File: src/rtl/morse_pkg.sv
// Shared Morse definitions: letter index, code table, receiver states and the table lookup.
package morse_pkg;

    typedef logic [2:0] letter_t;

    typedef struct packed {
        logic [3:0] code;
        logic [2:0] size;
    } morse_code_t;

    typedef enum logic [2:0] {
        IDLE = 3'd0,
        MARK = 3'd1,
        GAP  = 3'd2,
        DONE = 3'd3,
        ERR  = 3'd4
    } rx_state_t;

    typedef struct packed {
        logic    hit;
        letter_t idx;
    } lookup_t;

    // First symbol sits at bit size-1, dash=1, unused upper bits are zero.
    localparam morse_code_t MORSE_TABLE [8] = '{
        '{code: 4'b0001, size: 3'd2},   // A .-
        '{code: 4'b1000, size: 3'd4},   // B -...
        '{code: 4'b1010, size: 3'd4},   // C -.-.
        '{code: 4'b0100, size: 3'd3},   // D -..
        '{code: 4'b0000, size: 3'd1},   // E .
        '{code: 4'b0010, size: 3'd4},   // F ..-.
        '{code: 4'b0110, size: 3'd3},   // G --.
        '{code: 4'b0000, size: 3'd4}    // H ....
    };

    function automatic lookup_t morse_lookup(input logic [3:0] code, input logic [2:0] size);
        lookup_t res;
        res = '{hit: 1'b0, idx: 3'd0};
        for (int i = 0; i < 8; i++) begin
            if ((MORSE_TABLE[i].size == size) && (MORSE_TABLE[i].code == code)) begin
                res.hit = 1'b1;
                res.idx = letter_t'(i);
            end else begin
                res = res;
            end
        end
        return res;
    endfunction

endpackage

File: src/rtl/morse_receiver_if.sv
// Lamp-line inputs and decoded-letter outputs of the Morse receiver.
interface morse_receiver_if;
    import morse_pkg::*;

    logic       dot_i;
    logic       dash_i;
    letter_t    letter_o;
    logic [2:0] len_o;
    logic       valid_o;
    logic       err_o;
    logic       busy_o;

    modport master (output dot_i, dash_i, input letter_o, len_o, valid_o, err_o, busy_o);
    modport slave  (input dot_i, dash_i, output letter_o, len_o, valid_o, err_o, busy_o);
endinterface

File: src/rtl/morse_unit_timer.sv
// Time-unit timer: tick every TICK_CYCLES clocks since restart, saturating unit count.
module morse_unit_timer #(
    parameter int TICK_CYCLES = 25_000_000,
    parameter int UNIT_W      = 3
) (
    input  logic              clk,
    input  logic              rst_n,
    input  logic              restart_i,
    output logic              tick_o,
    output logic [UNIT_W-1:0] units_o
);

    localparam int CNT_W = (TICK_CYCLES > 1) ? $clog2(TICK_CYCLES) : 1;
    localparam logic [CNT_W-1:0] CNT_LAST = CNT_W'(TICK_CYCLES - 1);

    logic [CNT_W-1:0]  cnt_q, cnt_d;
    logic [UNIT_W-1:0] units_q, units_d;

    // Next counter values; tick is taken from the registered count to keep it loop-free.
    always_comb begin
        tick_o  = (cnt_q == CNT_LAST);
        cnt_d   = cnt_q;
        units_d = units_q;
        if (restart_i) begin
            cnt_d   = '0;
            units_d = '0;
        end else if (tick_o) begin
            cnt_d   = '0;
            units_d = (units_q == {UNIT_W{1'b1}}) ? units_q : units_q + UNIT_W'(1);
        end else begin
            cnt_d   = cnt_q + CNT_W'(1);
        end
    end

    // Counter registers.
    always_ff @(posedge clk or negedge rst_n) begin
        if (!rst_n) begin
            cnt_q   <= '0;
            units_q <= '0;
        end else begin
            cnt_q   <= cnt_d;
            units_q <= units_d;
        end
    end

    assign units_o = units_q;

endmodule

File: src/rtl/morse_receiver.sv
// Morse receiver: captures dot/dash marks, ends a letter on an idle gap, decodes to A..H.
// Optional MORSE_RX_SYNC_EN adds a 2-flop input synchronizer (+2 cycles latency).
module morse_receiver
    import morse_pkg::*;
#(
    parameter int TICK_CYCLES    = 25_000_000,
    parameter int GAP_UNITS      = 3,
    parameter int MAX_MARK_UNITS = 4
) (
    input  logic            CLOCK_50,
    input  logic            rst,
    morse_receiver_if.slave rx
);

    localparam logic [2:0] GAP_LAST   = 3'(GAP_UNITS - 1);
    localparam logic [2:0] MARK_LIMIT = 3'(MAX_MARK_UNITS);

    logic       dot_s, dash_s, line_s, rise_s, both_s;
    logic       line_prev_q;
    logic       restart_s, tick_s;
    logic [2:0] units_s;
    rx_state_t  state_q, state_d;
    logic [3:0] code_q;
    logic [2:0] len_q;
    lookup_t    lookup_s;
    letter_t    letter_q, letter_d;
    logic [2:0] len_out_q, len_out_d;
    logic       valid_q, valid_d, err_q, err_d, busy_q, busy_d;

`ifdef MORSE_RX_SYNC_EN
    logic [1:0] dot_sync_q, dash_sync_q;

    // Two-flop synchronizer for the lamp lines from another clock domain.
    always_ff @(posedge CLOCK_50 or negedge rst) begin
        if (!rst) begin
            dot_sync_q  <= 2'b00;
            dash_sync_q <= 2'b00;
        end else begin
            dot_sync_q  <= {dot_sync_q[0], rx.dot_i};
            dash_sync_q <= {dash_sync_q[0], rx.dash_i};
        end
    end

    assign dot_s  = dot_sync_q[1];
    assign dash_s = dash_sync_q[1];
`else
    assign dot_s  = rx.dot_i;
    assign dash_s = rx.dash_i;
`endif

    assign line_s = dot_s | dash_s;
    assign both_s = dot_s & dash_s;
    assign rise_s = line_s & ~line_prev_q;

    // Previous line level for edge detection; zero after reset so a held line counts as a rise.
    always_ff @(posedge CLOCK_50 or negedge rst) begin
        if (!rst) begin
            line_prev_q <= 1'b0;
        end else begin
            line_prev_q <= line_s;
        end
    end

    // ERR keeps restarting while a line is high, so only an unbroken quiet gap releases it.
    assign restart_s = (state_d != state_q) || ((state_q == ERR) && line_s);

    morse_unit_timer #(.TICK_CYCLES(TICK_CYCLES), .UNIT_W(3)) u_timer (
        .clk       (CLOCK_50),
        .rst_n     (rst),
        .restart_i (restart_s),
        .tick_o    (tick_s),
        .units_o   (units_s)
    );

    // FSM state register.
    always_ff @(posedge CLOCK_50 or negedge rst) begin
        if (!rst) begin
            state_q <= IDLE;
        end else begin
            state_q <= state_d;
        end
    end

    // FSM next-state logic.
    always_comb begin
        state_d = state_q;
        case (state_q)
            IDLE: begin
                if (rise_s) state_d = both_s ? ERR : MARK;
                else        state_d = IDLE;
            end
            MARK: begin
                if (!line_s)                              state_d = GAP;
                else if (tick_s && (units_s == MARK_LIMIT)) state_d = ERR;
                else                                      state_d = MARK;
            end
            GAP: begin
                if (rise_s)                               state_d = (both_s || (len_q == 3'd4)) ? ERR : MARK;
                else if (tick_s && (units_s == GAP_LAST)) state_d = DONE;
                else                                      state_d = GAP;
            end
            DONE: state_d = IDLE;
            ERR: begin
                if (!line_s && tick_s && (units_s == GAP_LAST)) state_d = IDLE;
                else                                            state_d = ERR;
            end
            default: state_d = IDLE;
        endcase
    end

    // Symbol shift register and length; cleared whenever the FSM returns to IDLE.
    always_ff @(posedge CLOCK_50 or negedge rst) begin
        if (!rst) begin
            code_q <= 4'd0;
            len_q  <= 3'd0;
        end else if ((state_q == IDLE) && (state_d == MARK)) begin
            code_q <= {3'b000, dash_s};
            len_q  <= 3'd1;
        end else if ((state_q == GAP) && (state_d == MARK)) begin
            code_q <= {code_q[2:0], dash_s};
            len_q  <= len_q + 3'd1;
        end else if (state_d == IDLE) begin
            code_q <= 4'd0;
            len_q  <= 3'd0;
        end else begin
            code_q <= code_q;
            len_q  <= len_q;
        end
    end

    // FSM output logic; results are registered so they line up with the DONE/ERR cycle.
    always_comb begin
        lookup_s  = morse_lookup(code_q, len_q);
        valid_d   = (state_d == DONE) && lookup_s.hit;
        err_d     = ((state_d == DONE) && !lookup_s.hit) || ((state_d == ERR) && (state_q != ERR));
        busy_d    = (state_d != IDLE);
        if (valid_d) begin
            letter_d  = lookup_s.idx;
            len_out_d = len_q;
        end else begin
            letter_d  = letter_q;
            len_out_d = len_out_q;
        end
    end

    // Output registers.
    always_ff @(posedge CLOCK_50 or negedge rst) begin
        if (!rst) begin
            letter_q  <= 3'd0;
            len_out_q <= 3'd0;
            valid_q   <= 1'b0;
            err_q     <= 1'b0;
            busy_q    <= 1'b0;
        end else begin
            letter_q  <= letter_d;
            len_out_q <= len_out_d;
            valid_q   <= valid_d;
            err_q     <= err_d;
            busy_q    <= busy_d;
        end
    end

    assign rx.letter_o = letter_q;
    assign rx.len_o    = len_out_q;
    assign rx.valid_o  = valid_q;
    assign rx.err_o    = err_q;
    assign rx.busy_o   = busy_q;

endmodule

File: src/flat_wrapper.sv
// flat-port wrapper written by rule: the top's interface ports become plain ports
module morse_receiver_flat import morse_pkg::*;
#(
    parameter int TICK_CYCLES    = 25_000_000,
    parameter int GAP_UNITS      = 3,
    parameter int MAX_MARK_UNITS = 4
)
  (CLOCK_50, rst, rx_dot_i, rx_dash_i, rx_letter_o, rx_len_o, rx_valid_o, rx_err_o, rx_busy_o);
  morse_receiver_if rx_i ();
  input  logic CLOCK_50;
  input  logic rst;
  input wire logic [$bits(rx_i.dot_i)-1:0] rx_dot_i;
  input wire logic [$bits(rx_i.dash_i)-1:0] rx_dash_i;
  output wire logic [$bits(rx_i.letter_o)-1:0] rx_letter_o;
  output wire logic [$bits(rx_i.len_o)-1:0] rx_len_o;
  output wire logic [$bits(rx_i.valid_o)-1:0] rx_valid_o;
  output wire logic [$bits(rx_i.err_o)-1:0] rx_err_o;
  output wire logic [$bits(rx_i.busy_o)-1:0] rx_busy_o;
  assign rx_i.dot_i = rx_dot_i;
  assign rx_i.dash_i = rx_dash_i;
  assign rx_letter_o = rx_i.letter_o;
  assign rx_len_o = rx_i.len_o;
  assign rx_valid_o = rx_i.valid_o;
  assign rx_err_o = rx_i.err_o;
  assign rx_busy_o = rx_i.busy_o;
  morse_receiver #(.TICK_CYCLES(TICK_CYCLES), .GAP_UNITS(GAP_UNITS), .MAX_MARK_UNITS(MAX_MARK_UNITS)) u_core (.CLOCK_50(CLOCK_50), .rst(rst), .rx(rx_i));
endmodule
File: config.mk
export PLATFORM = sky130hd
export DESIGN_NAME = morse_receiver_flat
export DESIGN_NICKNAME = d
export VERILOG_FILES = /design/src/rtl/morse_pkg.sv /design/src/rtl/morse_receiver_if.sv /design/src/rtl/morse_unit_timer.sv /design/src/rtl/morse_receiver.sv /design/src/flat_wrapper.sv
export SDC_FILE = /design/constraint.sdc
export NUM_CORES = 1
export LEC_CHECK = 0
export ABC_CLOCK_PERIOD_IN_PS = 2120
export BUFFER_PORTS_ARGS = -buffer_cell sky130_fd_sc_hd__buf_2
export CAP_MARGIN = 20
export CORE_MARGIN = 1
export CORE_UTILIZATION = 50
export DETAILED_ROUTE_END_ITERATION = 8
export GPL_ROUTABILITY_DRIVEN = 0
export PLACE_DENSITY = 0.7
export SLEW_MARGIN = 20
export SYNTH_ARGS = -nofsm -noshare
export SYNTH_HDL_FRONTEND = slang
export SYNTH_SLANG_ARGS = --single-unit
File: constraint.sdc
create_clock -name CLOCK_50 -period 2.12 [get_ports CLOCK_50]
set_clock_uncertainty 0.05 [all_clocks]
set_input_delay 0.106 -clock CLOCK_50 [delete_from_list [all_inputs] [get_ports CLOCK_50]]
set_output_delay 0.106 -clock CLOCK_50 [all_outputs]
set_load 0.005 [all_outputs]
Word level (Yosys, flattened, before mapping)
Index checks and enable logic that the tools add are counted.
{ "totals": {"ff_bits": 48, "latchBits": 0, "mem_bits_rw": 0, "romBits": 0, "inputBits": 4, "out_inout_bits": 9, "elab_cells": 100, "memories": 0} }
{ "classes": {"n_addsub": 3, "n_mul": 0, "div": 0, "magnitude_cmp": 0, "n_eq_ne": 24, "shifts": 0, "mux": 28, "n_bitwise": 4, "reduce_logical": 30} }
{ "ops": {"columns": ["op", "n"], "rows": [
  ["two-way mux 25 bit", 2],
  ["two-way mux 4 bit", 11],
  ["two-way mux 3 bit", 13],
  ["adder 25 x 1 -> 25 bit, second input constant", 1],
  ["== test 25 bit, second input constant", 1],
  ["logical AND 1 bit", 18],
  ["== test 3 bit, second input constant", 5],
  ["case mux 3 bit (4 select lines)", 1],
  ["== test 3 x 2 -> 1 bit, second input constant", 3],
  ["== test 3 x 4 -> 1 bit, first input constant", 2],
  ["== test 4 bit, first input constant", 2],
  ["adder 3 x 1 -> 3 bit, second input constant", 2],
  ["== test 2 x 3 -> 1 bit, first input constant", 2],
  ["== test 3 x 1 -> 1 bit, second input constant", 2],
  ["logical NOT 3 bit", 2],
  ["nonzero test 3 bit", 2],
  ["== test 1 x 4 -> 1 bit, first input constant", 1],
  ["== test 2 x 4 -> 1 bit, first input constant", 1],
  ["logical NOT 4 bit", 1],
  ["== test 1 x 3 -> 1 bit, first input constant", 1],
  ["== test 3 bit, first input constant", 1],
  ["logical OR 1 bit", 3],
  ["!= test 3 bit", 1],
  ["!= test 3 bit, second input constant", 1],
  ["8 further kinds", 10]
]} }

Depth between registers and ports, before layout
Gate-level depths: netlist of the first run.
{ "depth": {"ltp_word": 13, "ltp_mapped": 9} }

Cells and area by module
A second synthesis of the first run with hierarchy kept.
{ "unflattened": {"hier_cells": 276, "area_unflattened_um2": 2728.9} }
{ "modules_own_cells": {"columns": ["mod", "instances", "cells_per_inst", "area_per_inst_um2", "seq_area_each_um2"], "rows": [
  ["morse_unit_timer", 1, 157, 1514.0, 700.7],
  ["morse_receiver", 1, 119, 1214.9, 500.5]
]} }

Least setup slack after synthesis of the first run
Ideal clock, no wire load.
{ "synth_timing": {"path_kind": "flip-flop to flip-flop", "start": "reg u_core.u_timer.cnt_q[0]", "end": "reg u_core.u_timer.cnt_q[17]", "t_arrival_ns": 2.085, "t_required_ns": 1.951, "path_slack_ns": -0.133, "stages_incl_launch_ff": 10, "path_buffers": 2, "cell_sequence": "dfrtp_1 ha_1 and4_1 nand4_1 or3_1 clkbuf_2 o211a_1 o221ai_2 buf_6 nor2_1"} }
{ "synth_via": {"elab_chain_cells": 8, "word_cells_on_any_way": 16} }
{ "synth_lines": {"columns": ["item", "line", "source"], "rows": [
  ["start: declaration", "morse_unit_timer.sv:16", "logic [CNT_W-1:0] cnt_q, cnt_d;"],
  ["start signal: assignment", "morse_unit_timer.sv:41", "cnt_q <= cnt_d;"],
  ["== test 25 bit", "morse_unit_timer.sv:21", "tick_o = (cnt_q == CNT_LAST);"],
  ["logical AND 1 bit, on equally long branches", "morse_receiver.sv:99, morse_receiver.sv:94, morse_receiver.sv:104", null],
  ["two-way mux 1 bit, or another cell as far along", "morse_receiver.sv:99", "else if (tick_s && (units_s == GAP_LAST)) state_d = DONE;"],
  ["two-way mux 3 bit, on equally long branches", "morse_receiver.sv:98, morse_receiver.sv:93, morse_receiver.sv:104", null],
  ["case mux 3 bit (4 select lines)", "morse_receiver.sv:87", "case (state_q)"],
  ["!= test 3 bit", "morse_receiver.sv:65", "assign restart_s = (state_d != state_q) || ((state_q == ERR) && line_s);"],
  ["logical OR 1 bit", "morse_receiver.sv:65", null],
  ["two-way mux 25 bit *", "morse_unit_timer.sv:24", "if (restart_i) begin"],
  ["via u_core.u_timer.cnt_d[17]", "morse_unit_timer.sv:16", null]
]} }
Mark *: on every way through the listed nets, which the timed path passes. The rest lies on a longest branch.
A chain may end at the register's enable or synchronous reset.

Final worst setup path of the first run
{ "layout_timing": {"start": "reg u_core.u_timer.cnt_q[0]", "end": "reg u_core.busy_q, in the netlist u_core.rx.busy_o"} }
{ "layout_via": {"elab_chain_cells": 6, "word_cells_on_any_way": 12} }
{ "layout_lines": {"columns": ["item", "line", "source"], "rows": [
  ["== test 25 bit *", "morse_unit_timer.sv:21", null],
  ["logical AND 1 bit, on equally long branches", "morse_receiver.sv:94, morse_receiver.sv:104", null],
  ["two-way mux 3 bit / logical AND 1 bit (equally long branches)", "morse_receiver.sv:94, morse_receiver.sv:104", null],
  ["two-way mux 3 bit, on equally long branches", "morse_receiver.sv:93, morse_receiver.sv:104", null],
  ["case mux 3 bit (4 select lines) *", "morse_receiver.sv:87", null],
  ["via u_core.state_d[2]", "morse_receiver.sv:22", "rx_state_t state_q, state_d;"],
  ["nonzero test 3 bit *", "morse_receiver.sv:136", "busy_d = (state_d != IDLE);"],
  ["via u_core.busy_d", "morse_receiver.sv:28", "logic valid_q, valid_d, err_q, err_d, busy_q, busy_d;"],
  ["end signal: assignment", "morse_receiver.sv:159", "busy_q <= busy_d;"],
  ["end: declaration", "morse_receiver.sv:28", null]
]} }
Marks and branches as above.

==> results.txt, run 1 <==
The flow ran to the end, but the final reports show violations. The final reports fail on negative setup slack. The largest voltage drop on the vdd net was 0.0005856 V; the later-pin clock latency in the skew report was 0.29 ns. The final critical-path required period works out to 2.229 ns. The final hold violation count came out at 0. The power density over the cells was 656.8 nW/um2; the vias per cell was 5.428.

The vertical die dimension is 73.89 um. The run gives -0.1088 ns as the worst setup margin. The clock root buffer is sky130_fd_sc_hd__clkbuf_8.

The number of global-route vias before repair was 2,085; the number of cells on the worst hold path was 3. Simple logic cell fraction of the synthesized area: 22.23%. The synthesized netlist devotes 12.59% of its cell area to compound gates. The relative area change from synthesis to final layout came out at 24.12%. Setup repair after global routing could not meet its margin everywhere. The synthesized netlist occupies a cell area of 2584 um2.

The tree built by TritonCTS fans out to 48 sinks. The length in cells of the worst reg-to-reg path was 7. For this run, the leading register cell type out of synthesis is sky130_fd_sc_hd__dfrtp_1. For this block, the initial DRC count from the detailed router was 83. After synthesis, the share of cell area in mux cells is 2.179%. Ranked by instance count, the synthesized netlist is headed by 48 x sky130_fd_sc_hd__dfrtp_1, 38 x sky130_fd_sc_hd__nor2_1, 30 x sky130_fd_sc_hd__nand2_1.

By instance count, the leading cell after synthesis is sky130_fd_sc_hd__dfrtp_1. Once the floorplan was initialized, standard cells occupied 53.29% of the core. Total via count in the routed design: 2,106.

The share of synthesized area in the top cell type comes to 46.49%. By area, the combinational part of the netlist is dominated by simple AND/OR/NAND/NOR gates. The die covers 5459 um2. Final clock period utilization by the worst path: 105.1%. Maximum number of buffers from clock root to sink: 2.

The post-synthesis adder-cell area fraction is 4.843%. The number of nets in the synthesized netlist is 279. The leakage power total is 1.482 nW.

The first element of the critical path was u_core.u_timer.cnt_q[0]. Of all cell types, the one taking the most synthesized area is sky130_fd_sc_hd__dfrtp_1. Derived from the worst setup path, the maximum achievable clock frequency is 448.7 MHz. Detailed-routing iteration count for the pre-antenna-repair pass: 4. Mean instance size in the synthesized netlist: 9.750 um2. Row generation in the floorplan step produced 25 rows. Headroom to the max-slew limit came out at 59.73%. The clock transition at the register clock pins on the worst setup and hold paths after CTS is 0.08 ns. The number of antenna violations at the first check in global routing is 0, and the H-tree level count is 2.

The start point of the worst min-delay path is rx_dot_i. Counting every instance in the synthesized netlist gives 265. The number of slew-limit violations in the final report came out at 0.

Dividing the detail-routed wire length by the instance count gives 13.81 um. The core region is 4848 um2. The worst hold path belongs to the class in -> reg. The number of synthesized flops with an enable pin was 0; the post-detailed-route count of antenna-violating nets was 0. The portion of the post-synthesis area used by sequential elements is 46.49%. Counting flops and latches in the post-synthesis netlist gives 48. The number of buffers inserted by port buffering works out to 12. After Yosys synthesis, XOR and XNOR cells account for 8.814% of the synthesized area. Buffers inserted during clock tree synthesis total 5.

Setup violations remaining at the end of the flow were counted as 20. The run gives 3914 um as the placed wire-length estimate after detailed placement. Including well taps, the total number of placed cells is 379. In this run the critical register-to-register path is launched from u_core.u_timer.cnt_q[0].

The tools report the count of nets after finishing as 336. The floorplan step set the die width to 73.89 um. The number of remaining DRC errors is 0, and the critical path required time is 2.24 ns. OpenSTA, run right after detailed placement, puts the worst setup slack at -0.09765 ns. The first global-routing pass estimated 9073 um of wire.

The actual transition at the worst max-transition pin was 0.6004 ns. The fraction of layout cells with a size suffix above 1 is 27.10%. The number of warnings printed during yosys synthesis was 0; the max-capacitance violation count was 0. The run gives 388 as the count of placed standard cells in the final layout, fillers left out. TritonCTS built the clock tree.

The count of boundary I/O pins is 13, and the maximum net fanout on the critical path is 4. The share of synthesized registers carrying an async set or reset came out at 100.0%. Ranked by total cell area, the synthesized netlist is headed by sky130_fd_sc_hd__dfrtp_1 46%, sky130_fd_sc_hd__nor2_1 5.5%, sky130_fd_sc_hd__ha_1 4.8%, sky130_fd_sc_hd__xor2_1 4.7%, sky130_fd_sc_hd__nand2_1 4.4%. Summed over all layers, the routed wires come to 5360 um. The worst register-to-register path ends at u_core.rx.busy_o. Entering global routing, the biggest net connects 26 pins.

Summed over all layers, the global routing overflow is 0. Synthesis instantiated 47 different standard cells from the library. The slack of the worst reg-to-reg path is -0.11 ns, and the total global routing track utilization is 21.84%. The element type at the critical path end was a flip-flop. STA classifies the critical path startpoint as a flip-flop. The run gives 2.35 ns as the worst endpoint data arrival time. The worst hold path terminates at u_core.line_prev_q. 0 antenna diodes ended up in the layout.

The critical path is of the reg -> reg type.
## final cells by class
class	instances	area [um2]
repair buffers	57	412.9
flip-flops and latches	48	1201
well taps	67	83.83
fillers	401	1642
multi-input cells	200	1373
clock inverters	1	30.03
clock buffers	5	68.82
inverters	10	37.54
## routing by layer
metal	up-vias	global-route usage (%)	part of all wire (%)
met5	-	0	0
met4	0	8.547	1.5
met3	10	4.390	3.1
met2	38	38.12	53
met1	1016	26.34	42
li1	1042	-	-
## how the worst max path moves through the flow
stage	to	slack [ns]
global placement	u_core.rx.busy_o	-0.04
finish	u_core.rx.busy_o	-0.11
CTS	u_core.len_q[1]	-0.07
detailed placement	u_core.rx.busy_o	-0.1
floorplan	u_core.u_timer.cnt_q[17]	-0.07
global route	u_core.rx.busy_o	-0.21
## layout by cell type, fill, tap and decap left out, types with 4 or more instances in the layout
master,n
sky130_fd_sc_hd__dfrtp_1,48
sky130_fd_sc_hd__xor2_1,14
sky130_fd_sc_hd__nor2_1,36
sky130_fd_sc_hd__nand4_1,4
sky130_fd_sc_hd__inv_1,10
sky130_fd_sc_hd__mux2_2,5
sky130_fd_sc_hd__a22o_1,5
sky130_fd_sc_hd__buf_4,43
sky130_fd_sc_hd__nand2_1,28
sky130_fd_sc_hd__ha_1,9
sky130_fd_sc_hd__and4_1,6
sky130_fd_sc_hd__o21ai_0,8
sky130_fd_sc_hd__buf_2,12
sky130_fd_sc_hd__xnor2_1,12
sky130_fd_sc_hd__a21oi_1,10
sky130_fd_sc_hd__nand3_1,10
sky130_fd_sc_hd__clkbuf_8,5
## through the flow
stage               hold WS, ns  util, %  TNS (ns)  total power [mW]  instance area (um2)
floorplan               -0.2396        -   -0.7932             1.253                 2595
global placement        0.06234    62.32   -0.3427             1.439                 3022
detailed placement      0.07025    62.32    -1.667             1.451                 3022
CTS                      0.1119    64.83    -1.144             2.085                 3143
global route             0.1293    66.14    -5.951             2.222                 3207
finish                   0.1178    66.14    -1.065             2.106                 3207
## worst max-delay path, cell delays in order, from the launching register on
cell and delay [ns]:
sky130_fd_sc_hd__dfrtp_1 0.36, sky130_fd_sc_hd__ha_2 0.17, sky130_fd_sc_hd__and4_1 0.20, sky130_fd_sc_hd__nand4_1 0.16, sky130_fd_sc_hd__or3_4 0.47, sky130_fd_sc_hd__o211ai_4 0.24
sky130_fd_sc_hd__nand2_2 0.10, sky130_fd_sc_hd__or3_4 0.35
## power by group
group	total [mW]	switching, mW	leakage, nW	internal, mW
Combinational	0.471	0.242	0.776	0.228
Sequential	1.01	0.0493	0.656	0.960
Clock	0.627	0.288	0.0501	0.339
## sequential cells by signal, indices dropped and copies added (netlist names)
name	flops
u_core.rx.letter_o	3
u_core.len_q	3
u_core.u_timer.cnt_q	25
u_core.rx.err_o	1
u_core.state_q	3
u_core.code_q	4
u_core.rx.len_o	3
u_core.line_prev_q	1
u_core.rx.valid_o	1
u_core.u_timer.units_o	3
u_core.rx.busy_o	1
## kinds of logic after synthesis
| group | after synthesis |
|---|---|
| xor gates and xnor gates | 26 |
| muxes | 5 |
| buffers and inverters | 17 |
| adders and majority gates | 10 |
| and+or+nand+nor | 114 |
| DFF | 48 |
| AOI/OAI and AO/OA | 45 |
## repair_timing
action,4_1_cts,5_1_grt
setup endpoints to repair,28,42
resized for setup,3,10
hold endpoints to repair,48,0
cloned,0,0
hold buffers,1,0
pin swaps,0,7
buffers inserted,0,2
(Power assumes the default switching activity.)
==> run 2, diff against run 1 <==
==> constraint.sdc (replaced) <==
create_clock -name CLOCK_50 -period 2.12 [get_ports CLOCK_50]
set_clock_uncertainty 0.05 [all_clocks]
set_input_delay 0.53 -clock CLOCK_50 [delete_from_list [all_inputs] [get_ports CLOCK_50]]
set_output_delay 0.53 -clock CLOCK_50 [all_outputs]
set_load 0.005 [all_outputs]
==> run 2 against run 1 <==
The run still ends with negative setup slack left. Largest cell class unchanged. Non-clock buffer count is 3 higher. Largest power group unchanged. Via count is 2.0% higher. Register-to-register slack worse by 0.02 ns. Combinational power is 5.5% higher. Hold slack better by 0.13 ns.
==> results.txt, run 2 (synthesis gave the netlist of run 1 again) <==
The final clock period utilization by the worst path is 106.1% (+0.95 points). The actual transition at the worst max-transition pin works out to 0.6039 ns (+0.003449 ns). The largest registers in the layout are u_core.u_timer.cnt_q x25, u_core.code_q x4. For the worst endpoint data arrival time, the log shows 2.39 ns (+0.04 ns). The slowest stage of the critical path belongs to the cell sky130_fd_sc_hd__nor4_4. Final core area utilization: 68.10% (+2.0 points). The H-tree level count was 2 (unchanged).

The slack of the worst reg-to-reg path was -0.13 ns (-0.02 ns); the placed cell count was 379 (unchanged). For the first-pass GRT wire length, the log shows 9294 um (+2.4%). The run gives 0 (unchanged) as the final hold violation count. The logs give 0 (unchanged) for the number of remaining DRC errors and -0.1370 ns (-0.03931 ns) for the worst slack at placement. The register ranked first by flip-flop count was u_core.u_timer.cnt_q.

The critical path is of the reg -> reg type. The horizontal die dimension is 73.89 um (unchanged). The number of inserted diodes was 0 (unchanged); the final critical-path required period was 2.249 ns (+0.02013 ns). The length in cells of the worst reg-to-reg path was 8 (+1). For the core area, the log shows 4848 um2 (unchanged).

The library cells used most frequently in the layout, excluding fill and tap cells, are 48 x sky130_fd_sc_hd__dfrtp_1, 45 x sky130_fd_sc_hd__buf_4, 31 x sky130_fd_sc_hd__nor2_1, 29 x sky130_fd_sc_hd__nand2_1, 14 x sky130_fd_sc_hd__xor2_1. The overall power consumption was 2.167 mW (+2.9%). Leaving out fill and tap cells, the most frequent cell in the layout is sky130_fd_sc_hd__dfrtp_1.

The number of buffers inserted by port buffering works out to 12 (unchanged). Number of global-route vias before repair: 2,160 (+3.6%). The endpoint of the worst register-to-register path is u_core.len_q[0]. The tools report the sort of element at the start of the critical path as a flip-flop.

The worst max-slew margin expressed relative to the limit was 59.74% (about the same); the maximum operating frequency was 444.7 MHz (-0.90%). The die outline area is 5459 um2 (unchanged), and the total CTS buffers is 5 (unchanged). The signal on the critical path passes through ha_2 > and4_1 > nand4_1 > buf_4 > nor4_4 > a211oi_2 > or3_1 > o31a_1. The wire length per cell after detailed routing works out to 14.26 um (+3.2%). Initial DRC count: 151 (+82%). The tools report the setup total negative slack as -3.433 ns (-2.368 ns). The total via count in the routed design was 2,149 (+2.0%); the clock transition at the register clock pins on the worst setup and hold paths after CTS was 0.09 ns (about the same). The count of nets after finishing is 339 (+0.89%). The run finished, with violations left. The logs give 36 (+80%) for the setup violation total in the final timing report and 2.26 ns (+0.02 ns) for the critical path required time.

The routed wire length is 5605 um (+4.6%). The worst register-to-register path begins at u_core.u_timer.cnt_q[0]. The maximum net fanout on the critical path was 4 (unchanged); the peak per-stage delay on the critical path was 0.37 ns (-0.10 ns). Following the worst setup path forward leads to its endpoint at u_core.len_q[0]. TritonCTS built the clock tree. Setup repair after global routing could not meet its margin everywhere. The leakage power total was 1.512 nW (+2.0%); the count of placed standard cells in the final layout, fillers left out was 393 (+1.3%). Total global routing track utilization: 22.76% (+0.93 points). The logs give 2 (unchanged) for the maximum number of buffers from clock root to sink and 0 (unchanged) for the final global-route overflow total.

The tools report the number of rows created at floorplan as 25 (unchanged). The number of hold buffers added after cts was 0 (-1); the power density over the cells was 656.2 nW/um2 (about the same). For the detailed-routing iteration count for the pre-antenna-repair pass, the log shows 4 (unchanged). The tools report the clock root buffer as sky130_fd_sc_hd__clkbuf_8.

The maximum number of pins on one net before global-route repair is 49 (+88%). Relative to the synthesized area, the layout overhead comes to 27.80%. The logs give 3795 um (-3.1%) for the placed wire-length estimate after detailed placement and 0 (unchanged) for the number of antenna violations at the first check in global routing. Total clock sinks: 48 (unchanged). Vertical die dimension: 73.89 um (unchanged). The checks that failed: negative setup slack. The number of slew-limit violations in the final report is 0 (unchanged).

The initial standard-cell utilization of the core is 53.29% (unchanged). The layout filler cell count was 376 (-6.2%); the fraction of layout cells with a size suffix above 1 was 31.90% (+4.8 points). The tools report the worst setup margin as -0.1289 ns (-0.02013 ns). The run gives 0 (unchanged) as the max-capacitance violation count. The flip-flop count of the largest register after layout was 25 (unchanged). The count of boundary I/O pins was 13 (unchanged). STA classifies the critical path endpoint as a flip-flop. The worst hold path class was in -> async. The post-detailed-route count of antenna-violating nets was 0 (unchanged). In this run the worst setup path begins at u_core.u_timer.cnt_q[0]. The vias per cell was 5.468 (+0.74%). The largest voltage drop on the vdd net was 0.0003433 V (-41%); the later-pin clock latency in the skew report was 0.30 ns (about the same).
## run 2: how the worst min path moves through the flow
stage	endpoint	slack [ns]	depth (start not counted)
after floorplan	u_core.code_q[0]	0.18	0
after global placement	u_core.rx.letter_o[2]	0.41	1
after detailed placement	u_core.rx.letter_o[2]	0.41	1
after CTS	u_core.rx.busy_o	0.28	2
after global routing	u_core.state_q[1]	0.33	2
final	u_core.state_q[1]	0.25	2
## run 2: worst max-delay path: cells and delay by family (launching register included)
family / cells / cell delay [ns]
buffers and inverters: 1 / 0.19
flip-flops: 1 / 0.36
AND/OR/NAND/NOR: 4 / 1.07
adder cells (fa/ha/maj): 1 / 0.18
AO/OA/AOI/OAI: 2 / 0.29
## run 2: area by class of cell
cell class | instances | area, um2 | area share (%)
Clock buffer | 5 | 68.82 | 2.084
Multi-Input combinational cell | 200 | 1428 | 43.24
Tap cell | 67 | 83.83 | 2.539
Timing Repair Buffer | 60 | 440.4 | 13.34
Sequential cell | 48 | 1201 | 36.38
Inverter | 10 | 37.54 | 1.137
Clock inverter | 3 | 42.54 | 1.288
## run 2: what timing repair did
item                                    CTS  global route
pin swaps                                 8             3
setup buffers                             5             1
resized for setup                        19            10
endpoints found under the setup margin   41            44
## run 2: layer usage
layer | vias up | part of all wire (%) | GRT usage [%]
met2 | 62 | 51 | 39.14
met5 | - | 0 | 0
met1 | 1034 | 44 | 27.78
met4 | 0 | 0.95 | 10.04
li1 | 1047 | - | -
met3 | 6 | 4.2 | 4.252
## run 2: power breakdown
part	switching [mW]	internal (mW)	total (mW)
clock	0.316	0.349	0.665
combinational	0.261	0.236	0.497
sequential	0.0454	0.960	1.01
total	0.622	1.55	2.17
## run 2: through the flow
stage	area, um2	hold slack, ns
final	3302	0.2476
after floorplan	2595	0.1844
after global routing	3302	0.3254
after global placement	3022	0.4085
after CTS	3256	0.2791
after detailed placement	3022	0.4143
